`src/rtl/regfile_mp_sb.sv`:
```
// ID-stage register file: NRD combinational read ports with optional write bypass,
// a HI/LO pair with a double-width write port, and a per-register pending-write scoreboard.
module regfile_mp_sb #(
  parameter int DATA_W = 32,
  parameter int ADDR_W = 5,
  parameter int NRD    = 2,
  parameter int BYPASS = 1
) (
  input  logic                    clk,
  input  logic                    rst,
  input  logic [NRD*ADDR_W-1:0]   rd_addr,
  input  logic [NRD*2-1:0]        rd_sel,
  output logic [NRD*DATA_W-1:0]   rd_data,
  output logic [NRD-1:0]          rd_busy,
  input  logic                    we,
  input  logic [ADDR_W-1:0]       waddr,
  input  logic [DATA_W-1:0]       wdata,
  input  logic                    hilo_we,
  input  logic [2*DATA_W-1:0]     hilo_wdata,
  input  logic                    sb_set,
  input  logic [ADDR_W-1:0]       sb_addr,
  input  logic                    sb_clr_all,
  output logic                    any_busy
);

  localparam int   NREG = 2 ** ADDR_W;
  localparam logic BYP  = (BYPASS != 0);

  localparam logic [1:0] SEL_GPR  = 2'b00;
  localparam logic [1:0] SEL_LO   = 2'b01;
  localparam logic [1:0] SEL_HI   = 2'b10;

  logic [DATA_W-1:0] gpr_q [NREG];
  logic [DATA_W-1:0] gpr_d [NREG];
  logic [DATA_W-1:0] hi_q, hi_d;
  logic [DATA_W-1:0] lo_q, lo_d;
  logic [NREG-1:0]   sb_q, sb_d;
  logic              gpr_wr_s;
  logic              sb_set_s;

  // Register 0 is hard-wired: writes and scoreboard marks to it are dropped.
  function automatic logic addr_nonzero(input logic [ADDR_W-1:0] a);
    return (a != {ADDR_W{1'b0}});
  endfunction

  assign gpr_wr_s = we & addr_nonzero(waddr);
  assign sb_set_s = sb_set & addr_nonzero(sb_addr);

  // Next-state for GPRs, HI/LO and the scoreboard.
  always_comb begin
    gpr_d = gpr_q;
    hi_d  = hi_q;
    lo_d  = lo_q;
    sb_d  = sb_q;
    if (gpr_wr_s) begin
      gpr_d[waddr] = wdata;
    end else begin
      gpr_d[0] = {DATA_W{1'b0}};
    end
    if (hilo_we) begin
      hi_d = hilo_wdata[2*DATA_W-1:DATA_W];
      lo_d = hilo_wdata[DATA_W-1:0];
    end else begin
      hi_d = hi_q;
      lo_d = lo_q;
    end
    // A flush wins over everything; otherwise the set is applied after the
    // write-clear so a new writer to the same register stays pending.
    if (sb_clr_all) begin
      sb_d = {NREG{1'b0}};
    end else begin
      if (gpr_wr_s) begin
        sb_d[waddr] = 1'b0;
      end else begin
        sb_d[0] = 1'b0;
      end
      if (sb_set_s) begin
        sb_d[sb_addr] = 1'b1;
      end else begin
        sb_d[0] = 1'b0;
      end
    end
    sb_d[0] = 1'b0;
  end

  // State registers with synchronous active-low reset taking priority over all updates.
  always_ff @(posedge clk) begin
    if (!rst) begin
      for (int i = 0; i < NREG; i++) begin
        gpr_q[i] <= {DATA_W{1'b0}};
      end
      hi_q <= {DATA_W{1'b0}};
      lo_q <= {DATA_W{1'b0}};
      sb_q <= {NREG{1'b0}};
    end else begin
      for (int i = 0; i < NREG; i++) begin
        gpr_q[i] <= gpr_d[i];
      end
      hi_q <= hi_d;
      lo_q <= lo_d;
      sb_q <= sb_d;
    end
  end

  for (genvar k = 0; k < NRD; k++) begin : g_rd
    logic [ADDR_W-1:0] addr_s;
    logic [1:0]        sel_s;
    logic              hit_s;
    logic [DATA_W-1:0] val_s;
    logic              busy_s;

    assign addr_s = rd_addr[k*ADDR_W +: ADDR_W];
    assign sel_s  = rd_sel[k*2 +: 2];
    assign hit_s  = BYP & we & (waddr == addr_s);

    // Read mux with bypass; busy is masked when the same-cycle write is forwarded.
    always_comb begin
      val_s  = {DATA_W{1'b0}};
      busy_s = 1'b0;
      if (!rst) begin
        val_s  = {DATA_W{1'b0}};
        busy_s = 1'b0;
      end else begin
        case (sel_s)
          SEL_GPR: begin
            if (!addr_nonzero(addr_s)) begin
              val_s = {DATA_W{1'b0}};
            end else if (hit_s) begin
              val_s = wdata;
            end else begin
              val_s = gpr_q[addr_s];
            end
            busy_s = sb_q[addr_s] & ~hit_s;
          end
          SEL_LO: begin
            if (BYP && hilo_we) begin
              val_s = hilo_wdata[DATA_W-1:0];
            end else begin
              val_s = lo_q;
            end
          end
          SEL_HI: begin
            if (BYP && hilo_we) begin
              val_s = hilo_wdata[2*DATA_W-1:DATA_W];
            end else begin
              val_s = hi_q;
            end
          end
          default: begin
            val_s = {DATA_W{1'b0}};
          end
        endcase
      end
    end

    assign rd_data[k*DATA_W +: DATA_W] = val_s;
    assign rd_busy[k]                  = busy_s;
  end

  assign any_busy = rst ? (|sb_q) : 1'b0;

endmodule

```
`config.mk`:
```
export PLATFORM = sky130hd
export DESIGN_NAME = regfile_mp_sb
export DESIGN_NICKNAME = d
export VERILOG_FILES = /design/src/rtl/regfile_mp_sb.sv
export SDC_FILE = /design/constraint.sdc
export NUM_CORES = 2
export LEC_CHECK = 0
export CAP_MARGIN = 20
export CORE_ASPECT_RATIO = 0.5
export CORE_MARGIN = 10
export CORE_UTILIZATION = 45
export DETAILED_ROUTE_END_ITERATION = 7
export PLACE_DENSITY = 0.71
export SLEW_MARGIN = 10
export SYNTH_ARGS = -nofsm -noshare
export SYNTH_HDL_FRONTEND = slang
export SYNTH_SLANG_ARGS = --single-unit
```
`constraint.sdc`:
```
create_clock -name clk -period 4.1 [get_ports clk]
set_clock_uncertainty 0.2 [all_clocks]
set_input_delay 0.82 -clock clk [delete_from_list [all_inputs] [get_ports clk]]
set_output_delay 0.82 -clock clk [all_outputs]
set_load 0.05 [all_outputs]
```
==> summary.txt <==
Floorplanning
  – # IOs: 193
  – Die X: 536.9 µm
  – Die height: 278.4 µm
  – Core ar.: 0.1321 mm²
  – Die ar.: 0.1495 mm²
  – Initial core utilization: 45.51%
  – Row cnt: 94

Clock network
  – CTS sink cnt: 1,119
  – Clk root buf: clkbuf_16
  – H-tree levels: 3
  – Max Root-Sink Buffers: 3
  – CTS tree: built
  – Clk slew on worst S/H paths: 0.07 ns
  – Total CTS buffers: 108
  – Worst-skew pair later-pin latency: 0.74 ns

Synth
  – Synthesized area per cell: 9.433 µm²
  – Post-synth EDFFs: 0
  – Sequential area share after synthesis: 37.27%
  – FFs w/ async S/R, synth: 0%
  – Cell count after synthesis: 6,372
  – Largest area contributor in the netlist: dfxtp_1
  – YS warnings: 0
  – Area contributors post-synth: dfxtp_1, mux4_2, nand2_1
  – Top cells by count, synth: nand2_1, dfxtp_1, a21boi_0, mux4_2, clkbuf_1
  – Top-area cell type share of the netlist area: 37.27%
  – Count of cell types in the netlist: 65
  – Most numerous cell in the Yosys netlist: nand2_1
  – Synthesis-stage register bit count: 1,119
  – Syn nets: 6,498
  – Synth Flop Type: dfxtp_1
  – Mapped Area: 0.06011 mm²

Power
  – VDD IR max: 0.0003620 V
  – Clock power share: 43.5%
  – Power Dens Cells: 347.8 mW/mm²
  – Flop pwr share: 44.3%
  – LEAKAGE: 24.05 nW
  – Combinational fraction of design power: 12.1%
  – Sw Pwr: 0.006572 W
  – Sw frac: 26.39%
  – Total Power: 0.02490 W
  – Int Power: 0.01833 W

Final layout
  – Syn-to-layout area delta: 19.14%
  – Filler cells: 11.35k
  – Share of cells above drive strength 1: 22.20%
  – Cell area after layout: 0.07161 mm²
  – Nets: 6,644

Detailed routing
  – Remaining DRCs: 0
  – Post-DR vias/cell: 6.600
  – DRT iter0 DRCs: 9,824
  – Vias after detailed routing: 55.39k
  – First-pass DRT Iterations: 7
  – Final WL: 256,800 µm
  – Routed len/inst: 30.60 µm
  – Antenna viol nets, final: 0

STA
  – Slew at the pin closest to its max-slew limit: 1.244 ns
  – Final slew viol count: 0
  – # setup viols final: 5
  – Max Freq: 242.2 MHz
  – Hold WS: 0.2387 ns
  – Final min period: 4.129 ns
  – RSZ-0062 raised after global routing: yes
  – Crit share post-route: 100.7%
  – Final Hold Fails: 0
  – Post-route setup TNS: -0.08046 ns
  – Final setup margin: -0.02910 ns
  – Rel. slew slack: 16.86%

Global routing
  – Initial antenna violation count: 15
  – Overall Global Routing Usage: 32.74%
  – Largest net degree at the start of global routing: 240
  – First-pass GRT wire length: 364,300 µm
  – Vias in the first global route: 51.98k
  – GRT Residual Overflow: 0

Outcome
  – Failing checks: setup timing
  – Outcome: finished, violations left

Place
  – Final RePlAce weighted congestion: 0.9894
  – Final HPWL from detailed placement: 168,100 µm
  – Placed Area: 0.06742 mm²
  – # port buffers: 192

Worst setup path
  – R2R cell count: 3
  – Crit Path Max Fanout: 10
  – CP Data Required Time: 3.08 ns
  – Setup crit end kind: primary output
  – Setup CP Type: in -> out
  – CP startpoint kind: input pin
  – Worst endpoint data arrival time: 3.11 ns

Min path
  – Worst Hold Depth: 2
  – Hold Crit Class: in -> reg

Job
  – Max_cap viols: 0
per-layer routing:
layer / vias to the layer above / global-route usage (%) / part of all wire [%]
met5: - / 0.2887 / 0.043
li1: 22694 / - / -
met4: 8 / 18.54 / 7.1
met2: 4654 / 45.10 / 40
met3: 1159 / 14.77 / 18
met1: 26873 / 42.20 / 35
cell usage in the layout (no fill, tap or decap), types with 32 or more instances in the layout:
master,synthesis,layout
a21boi_0,842,842
dfxtp_1,1119,1119
clkbuf_16,0,111
nor2b_1,69,67
buf_4,55,409
nor2_4,0,32
o22ai_1,59,57
mux4_2,570,570
nand2_1,2100,2065
nor2_1,102,66
mux2i_1,227,221
buf_12,0,162
a21boi_1,150,150
a22oi_1,91,91
clkdlybuf4s50_1,0,110
nand2b_1,35,34
nand2_2,0,34
o21ai_1,11,34
and2_1,51,51
o21ai_0,58,32
repair_timing:
item / 4_1_cts / 5_1_grt
hold buffers: 0 / 0
gates resized for setup: 34 / 22
setup endpoints to repair: 38 / 29
setup buffers: 2 / 2
gates cloned: 2 / 1
pin swaps: 0 / 2
area by class of cell:
cell class | count | area, µm² | share of cell area, %
clock buffers | 153 | 3134 | 4.377
well taps | 1776 | 2222 | 3.103
clock inverters | 43 | 629.4 | 0.8789
repair buffers | 699 | 7735 | 10.80
flip-flops and latches | 1119 | 22400 | 31.28
multi-input cells | 4586 | 35440 | 49.49
inverters | 4 | 15.01 | 0.02097
diodes | 12 | 30.03 | 0.04193
final timing paths:
path | startpoint | endpoint | slack (ns)
worst max-delay path | rd_sel[0] | rd_data[0] | -0.03
worst min-delay path | rst | gpr_q[195] | 0.24
worst max register to register | lo_q[10] | lo_q[10] | 2.86
worst min register to register | gpr_q[216] | gpr_q[216] | 0.27
power by group through the flow:
| stage | combinational [W] | clock, W | sequential [W] |
|---|---|---|---|
| floorplan | 0.00158 | 0 | 0.0113 |
| global placement | 0.00283 | 0 | 0.0113 |
| detailed placement | 0.00285 | 0 | 0.0113 |
| CTS | 0.00288 | 0.0108 | 0.0110 |
| global route | 0.00307 | 0.0112 | 0.0110 |
| finish | 0.00303 | 0.0108 | 0.0110 |
critical path, stage by stage:
cell             delay [ns]
clkdlybuf4s50_1        0.51
buf_4                  0.26
a211oi_4               0.18
nor2b_2                0.29
nand2_1                0.16
buf_4                  0.19
o21ai_1                0.30
buf_4                  0.23
buf_12                 0.14
cells by family (layout without fill, tap and decap cells):
group | count (synthesis) | in the layout | share of synthesized area (%)
compound gates | 1323 | 1323 | 16.10
xor+xnor | 10 | 10 | 0.1457
buf+inv | 667 | 899 | 4.788
flops | 1119 | 1119 | 37.27
mux | 818 | 818 | 25.53
other cells | 0 | 12 | 0
simple gates | 2435 | 2435 | 16.17
flip-flops by register name (all words and copies together) (netlist names):
register,flops
gpr_q,1024
hi_q,32
sb_q,31
lo_q,32
metrics by stage:
stage	cells	util [%]	worst slack, ns
2_1_floorplan	6372	-	0.02878
3_3_place_gp	8177	51.04	-0.4899
3_5_place_dp	8177	51.04	-0.5221
4_1_cts	8377	54.08	0.001434
5_1_grt	8383	54.20	-0.02450
6_report	8392	54.22	-0.02910
Power figures use the tool's default switching activity.
